--- src/rtl/vsmp_ctl_pkg.sv ---
// Shared constants for the VSMP instruction sequencer: opcodes, state codes and
// one-hot bus select bit positions.
package vsmp_ctl_pkg;

  localparam int unsigned OpcW = 4;

  localparam logic [OpcW-1:0] OpNop = 4'b0000;
  localparam logic [OpcW-1:0] OpAdd = 4'b0001;
  localparam logic [OpcW-1:0] OpSub = 4'b0010;
  localparam logic [OpcW-1:0] OpLda = 4'b0101;
  localparam logic [OpcW-1:0] OpJmp = 4'b0110;
  localparam logic [OpcW-1:0] OpOut = 4'b1110;
  localparam logic [OpcW-1:0] OpHlt = 4'b1111;

  localparam int unsigned StateW = 4;

  typedef enum logic [StateW-1:0] {
    StIdle   = 4'd0,
    StFetch  = 4'd1,
    StFwait  = 4'd2,
    StDecode = 4'd3,
    StOpaddr = 4'd4,
    StOwait  = 4'd5,
    StAlu    = 4'd6,
    StJump   = 4'd7,
    StOutp   = 4'd8,
    StHalt   = 4'd9,
    StErr    = 4'd10
  } state_e;

  // Bus driver select bit positions
  localparam int unsigned SrcW    = 5;
  localparam int unsigned SrcPc   = 0;
  localparam int unsigned SrcMem  = 1;
  localparam int unsigned SrcIrLo = 2;
  localparam int unsigned SrcAlu  = 3;
  localparam int unsigned SrcA    = 4;

  // Bus loader select bit positions
  localparam int unsigned DstW   = 6;
  localparam int unsigned DstMar = 0;
  localparam int unsigned DstIr  = 1;
  localparam int unsigned DstA   = 2;
  localparam int unsigned DstB   = 3;
  localparam int unsigned DstOut = 4;
  localparam int unsigned DstPc  = 5;

  function automatic logic [SrcW-1:0] src_sel(input int unsigned idx);
    return SrcW'(1) << idx;
  endfunction

  function automatic logic [DstW-1:0] dst_sel(input int unsigned idx);
    return DstW'(1) << idx;
  endfunction

endpackage

--- src/rtl/vsmp_ctl_decode.sv ---
// Combinational control decode for the VSMP sequencer: maps (state, opcode,
// memory acknowledge) onto bus selects, memory request and ALU controls.
module vsmp_ctl_decode
  import vsmp_ctl_pkg::*;
#(
  parameter int unsigned OPC_W = 4
) (
  input  state_e             state,
  input  logic [OPC_W-1:0]   opc,
  input  logic               mem_ack,
  output logic               mem_req,
  output logic [SrcW-1:0]    bus_src,
  output logic [DstW-1:0]    bus_dst,
  output logic               pc_inc,
  output logic               alu_en,
  output logic               add_sub,
  output logic               halted
);

  logic is_lda;
  logic is_sub;

  assign is_lda = (opc == OPC_W'(OpLda));
  assign is_sub = (opc == OPC_W'(OpSub));

  always_comb begin
    mem_req = 1'b0;
    bus_src = '0;
    bus_dst = '0;
    pc_inc  = 1'b0;
    alu_en  = 1'b0;
    add_sub = 1'b0;
    halted  = 1'b0;
    case (state)
      StFetch: begin
        bus_src = src_sel(SrcPc);
        bus_dst = dst_sel(DstMar);
        pc_inc  = 1'b1;
      end
      StFwait: begin
        mem_req = 1'b1;
        if (mem_ack) begin
          bus_src = src_sel(SrcMem);
          bus_dst = dst_sel(DstIr);
        end
      end
      StOpaddr: begin
        bus_src = src_sel(SrcIrLo);
        bus_dst = dst_sel(DstMar);
      end
      StOwait: begin
        mem_req = 1'b1;
        // Only LDA/ADD/SUB reach the operand wait; LDA lands in A, the others in B
        if (mem_ack) begin
          bus_src = src_sel(SrcMem);
          bus_dst = is_lda ? dst_sel(DstA) : dst_sel(DstB);
        end
      end
      StAlu: begin
        bus_src = src_sel(SrcAlu);
        bus_dst = dst_sel(DstA);
        alu_en  = 1'b1;
        add_sub = is_sub;
      end
      StJump: begin
        bus_src = src_sel(SrcIrLo);
        bus_dst = dst_sel(DstPc);
      end
      StOutp: begin
        bus_src = src_sel(SrcA);
        bus_dst = dst_sel(DstOut);
      end
      StHalt, StErr: begin
        halted = 1'b1;
      end
      default: begin
      end
    endcase
  end

endmodule

--- src/rtl/vsmp_seq.sv ---
// VSMP instruction sequencer top: state register, opcode register and the optional
// memory-acknowledge timeout enabled by VSMP_ACK_TIMEOUT_EN.
module vsmp_seq
  import vsmp_ctl_pkg::*;
#(
  parameter int unsigned OPC_W       = 4,
  parameter int unsigned TIMEOUT_CYC = 15,
  parameter int unsigned TMO_W       = 4
) (
  input  logic              CLK,
  input  logic              RSTN,
  input  logic              RUN,
  input  logic [OPC_W-1:0]  INSTR,
  input  logic              MEM_ACK,
  output logic              MEM_REQ,
  output logic [SrcW-1:0]   BUS_SRC,
  output logic [DstW-1:0]   BUS_DST,
  output logic              PC_INC,
  output logic              ENABLEALU,
  output logic              ADDSUB,
  output logic [StateW-1:0] STATE,
  output logic              HALTED,
  output logic              ERR
);

  if (TIMEOUT_CYC >= (1 << TMO_W)) begin : g_tmo_check
    $error("TIMEOUT_CYC must be below 2**TMO_W");
  end

  state_e           state_q, state_d;
  logic [OPC_W-1:0] opc_q;
  logic             in_wait;
  logic             tmo_hit;

  assign in_wait = (state_q == StFwait) || (state_q == StOwait);

`ifdef VSMP_ACK_TIMEOUT_EN
  logic [TMO_W-1:0] tmo_q;

  // Counter idles at zero outside the wait states, so it is fresh on every entry
  always_ff @(posedge CLK or negedge RSTN) begin
    if (!RSTN) begin
      tmo_q <= '0;
    end else if (!in_wait) begin
      tmo_q <= '0;
    end else if (!MEM_ACK) begin
      tmo_q <= tmo_q + TMO_W'(1);
    end
  end

  // Fires on the edge that would bring the count of unacknowledged cycles to TIMEOUT_CYC
  assign tmo_hit = in_wait && !MEM_ACK && (tmo_q == TMO_W'(TIMEOUT_CYC - 1));
  assign ERR     = (state_q == StErr);
`else
  assign tmo_hit = 1'b0;
  assign ERR     = 1'b0;
`endif

  always_ff @(posedge CLK or negedge RSTN) begin
    if (!RSTN) begin
      state_q <= StIdle;
    end else begin
      state_q <= state_d;
    end
  end

  always_ff @(posedge CLK or negedge RSTN) begin
    if (!RSTN) begin
      opc_q <= '0;
    end else if ((state_q == StFwait) && MEM_ACK) begin
      opc_q <= INSTR;
    end
  end

  always_comb begin
    state_d = state_q;
    case (state_q)
      StIdle:   if (RUN) state_d = StFetch;
      StFetch:  state_d = StFwait;
      StFwait: begin
        if (tmo_hit) begin
          state_d = StErr;
        end else if (MEM_ACK) begin
          state_d = StDecode;
        end
      end
      StDecode: begin
        case (opc_q)
          OPC_W'(OpHlt): state_d = StHalt;
          OPC_W'(OpAdd),
          OPC_W'(OpSub),
          OPC_W'(OpLda): state_d = StOpaddr;
          OPC_W'(OpJmp): state_d = StJump;
          OPC_W'(OpOut): state_d = StOutp;
          default:       state_d = StFetch;
        endcase
      end
      StOpaddr: state_d = StOwait;
      StOwait: begin
        if (tmo_hit) begin
          state_d = StErr;
        end else if (MEM_ACK) begin
          state_d = (opc_q == OPC_W'(OpLda)) ? StFetch : StAlu;
        end
      end
      StAlu, StJump, StOutp: state_d = StFetch;
      StHalt:   if (RUN) state_d = StFetch;
      StErr:    state_d = StErr;
      default:  state_d = StIdle;
    endcase
  end

  vsmp_ctl_decode #(
    .OPC_W (OPC_W)
  ) u_decode (
    .state   (state_q),
    .opc     (opc_q),
    .mem_ack (MEM_ACK),
    .mem_req (MEM_REQ),
    .bus_src (BUS_SRC),
    .bus_dst (BUS_DST),
    .pc_inc  (PC_INC),
    .alu_en  (ENABLEALU),
    .add_sub (ADDSUB),
    .halted  (HALTED)
  );

  assign STATE = state_q;

  a_src_onehot : assert property (@(posedge CLK) disable iff (!RSTN) $onehot0(BUS_SRC));
  a_dst_onehot : assert property (@(posedge CLK) disable iff (!RSTN) $onehot0(BUS_DST));
  a_req_wait   : assert property (@(posedge CLK) disable iff (!RSTN) MEM_REQ |-> in_wait);
  a_err_halted : assert property (@(posedge CLK) disable iff (!RSTN) ERR |-> HALTED);

endmodule

--- config.mk ---
export PLATFORM = sky130hd
export DESIGN_NAME = vsmp_seq
export DESIGN_NICKNAME = d
export VERILOG_FILES = /design/src/rtl/vsmp_ctl_pkg.sv /design/src/rtl/vsmp_ctl_decode.sv /design/src/rtl/vsmp_seq.sv
export SDC_FILE = /design/constraint.sdc
export NUM_CORES = 1
export LEC_CHECK = 0
export BUFFER_PORTS_ARGS = -buffer_cell sky130_fd_sc_hd__buf_2
export CAP_MARGIN = 20
export CORE_UTILIZATION = 49
export CTS_BUF_LIST = sky130_fd_sc_hd__clkbuf_2
export CTS_CLUSTER_SIZE = 20
export DETAILED_ROUTE_END_ITERATION = 7
export PLACE_DENSITY = 0.83
export SLEW_MARGIN = 20
export SYNTH_ARGS = -nofsm -noshare
export SYNTH_HDL_FRONTEND = slang
export SYNTH_SLANG_ARGS = --single-unit
export TNS_END_PERCENT = 30
--- constraint.sdc ---
create_clock -name CLK -period 3 [get_ports CLK]
set_clock_uncertainty 0.1 [all_clocks]
set_input_delay 0.3 -clock CLK [delete_from_list [all_inputs] [get_ports CLK]]
set_output_delay 0.3 -clock CLK [all_outputs]
set_load 0.01 [all_outputs]
==> summary.md <==
| Metric | Value |
|---|---|
| Clock Latency Late Sink | `0.22 ns` |
| Worst EP required | `2.60 ns` |
| Reg2Reg Depth | `4` |
| CTS Root Cell | `clkbuf_2` |
| Clock Sinks | `8` |
| Largest net degree at the start of global routing | `18` |
| Post-synth top cells | `dfrtp_1, nand2b_1, nor2_1, nor3_1, inv_1` |
| Peak supply drop | `0.000452 V` |
| FMAX | `0.468 GHz` |
| First-pass GRT wire length | `2410 µm` |
| Hpwl dp | `1190 µm` |
| Worst Hold Path Cells | `2` |
| Synth Area in Simple Gates | `0.327` |
| Final Hold Fails | `0` |
| Buffers plus inverters on the worst setup path | `2` |
| Synth async-reset ratio | `1.00` |
| Layout Nets | `119` |
| Antenna diode count | `0` |
| CP Depth | `5` |
| Overall global routing resource usage | `0.233` |
| Ys Warns | `0` |
| Initial core utilization | `0.531` |
| Top cell type's share of synthesized area | `0.286` |
| Slowest CP cell | `dfrtp_1` |
| Detailed-route via count | `716` |
| Mux contribution to synthesized area | `0.0644` |
| Critical Path, Cell by Cell | `inv_2, or3_1, a21oi_2, and2_1, buf_2` |
| Syn nets | `92` |
| Mapped Avg Cell Area | `8.33 µm²` |
| Adder-Cell Fraction of Synth Area | `0` |
| Crit start category | `flip-flop` |
| Layout area overhead | `19.3%` |
| Syn Inst Count | `84` |
| Synth Cell Area | `699 µm²` |
| Final wirelength | `1560 µm` |
| Slew Limit Fails | `0` |
| Die height | `39.8 µm` |
| Clock Tree Buf Depth | `2` |
| Die width | `39.8 µm` |
| Gpl congestion | `0.835` |
| Unrepaired setup endpoints after global routing | `false` |
| Vias per cell | `5.77` |
| CP arrival | `1.74 ns` |
| Number of H-tree levels | `1` |
| Largest family of logic cells by synthesized area | `simple AND/OR/NAND/NOR gates` |
| Initial DRC count | `12` |
| Max stage delay on crit path | `0.65 ns` |
| Hold WC Path Type | `in2reg` |
| Seq/Total Area, Yosys | `0.286` |
| LEAKAGE | `0.418 nW` |
| Vias in the first global route | `561` |
| Most used flip-flop cell after synthesis | `dfrtp_1` |
| Design Power | `840 µW` |
| Largest delay contributor family on the critical path | `flip-flops` |
| Final setup vio count | `0` |
| Status | `finished clean` |
| Setup TNS | `0 ns` |
| Port bufs | `27` |
| Synth Area in Compound Gates | `0.209` |
| Number of routed nets with antenna violations | `0` |
| TritonCTS buffer count | `3` |
| Clock Pin Slew Worst Setup and Hold Paths | `0.07 ns` |
| Pwr Density | `1010 mW/mm²` |
| Clock tree from TritonCTS | `done` |
| CP Max Fanout | `17` |
| Synth area leaders | `dfrtp_1, mux2_1, nand2b_1` |
| Tmin final | `2.14 ns` |
| Xor/xnor share of the synthesized area | `0.0125` |
| Seq cells post-synth | `8` |
| Critical path capture point type | `output port` |
| IO Pins | `29` |
| Initial antenna violation count | `0` |
| EDFF count, synth | `0` |
| CP Class | `reg2out` |
| Congestion Overflow GR | `0` |
| Top-count cell post-synth | `dfrtp_1` |
| Core area | `0.00132 mm²` |
| DR WL/cell | `12.6 µm` |
| Row count | `13` |
| Die area | `0.00158 mm²` |
| Drt drc | `0` |
| Period utilization | `0.712` |
| Yosys top cell by area | `dfrtp_1` |
| DRT Pass-1 Iters | `4` |
| Share of layout cells above drive strength 1 | `0.330` |
| Post-synth cell types | `38` |
| Max Cap Viol | `0` |
stage by stage:
stage	cell area [µm²]	std cells	hold slack [ns]	setup WS [ns]	utilization
5_1_grt	835	124	0.159	0.689	0.633
4_1_cts	835	124	0.169	0.851	0.633
2_1_floorplan	699	84	-0.0956	1.14	-
3_5_place_dp	810	120	0.0492	1.12	0.614
6_report	835	124	0.184	0.864	0.633
3_3_place_gp	810	120	0.0438	1.16	0.614
logic make-up (layout without fill, tap and decap cells):
family | after synthesis | after routing
muxes | 4 | 4
other | 1 | 1
buffers and inverters | 12 | 37
and+or+nand+nor | 37 | 37
AOI/OAI and AO/OA | 21 | 21
xor gates and xnor gates | 1 | 1
DFF | 8 | 8
placed cells by master, fill, tap and decap left out, drive strengths merged, types with 2 or more instances in the layout:
master	instances
nand2b	7
mux2	4
inv	6
clkbuf	3
a31oi	3
a41oi	2
nor2	6
nor4b	2
and2b	3
dfrtp	8
o21ai	4
nor3	6
buf	27
nand2	3
a21oi	5
nand3	4
per-layer routing:
metal,vias up,part of all wire,global-route usage
met5,-,0,0
met4,0,0.011,0.103
met3,2,0.054,0.0682
met2,26,0.47,0.373
met1,329,0.47,0.285
li1,359,-,-
worst reg2reg max path, stage by stage, from the launching register on:
cell and delay [ns]:
dfrtp_1 0.63, and2b_1 0.30, and3_1 0.21, a211oi_2 0.29, a31oi_1 0.16
state kept, by name, summed over array words and instances, names as in the netlist:
name	count
STATE	4
opc_q	4
final cells by class:
| cell class | instances | area (µm²) |
|---|---|---|
| Timing Repair Buffer | 28 | 145 |
| Multi-Input combinational cell | 64 | 433 |
| Fill cell | 119 | 483 |
| Sequential cell | 8 | 200 |
| Clock buffer | 3 | 15.0 |
| Tap cell | 15 | 18.8 |
| Inverter | 6 | 22.5 |
where the power goes:
part,switching [mW],internal [mW]
sequential,0.137,0.157
clock,0.0334,0.0273
combinational,0.252,0.234
total,0.422,0.418
worst paths after layout:
check / startpoint / to / slack (ns)
max reg2reg: STATE[0] / STATE[2] / 1.16
min: INSTR[0] / opc_q[0] / 0.18
min in group asynchronous: RSTN / STATE[2] / 0.35
min reg2reg: opc_q[0] / opc_q[0] / 0.50
max: STATE[1] / BUS_SRC[1] / 0.86
max in group asynchronous: RSTN / opc_q[2] / 2.29
what timing repair did:
item,in CTS,in global routing
setup buffers,0,0
endpoints found under the setup margin,0,0
resized for setup,0,0
hold buffers,1,0
hold endpoints to repair,8,0
Note: power is estimated with default switching activity, not from simulation.
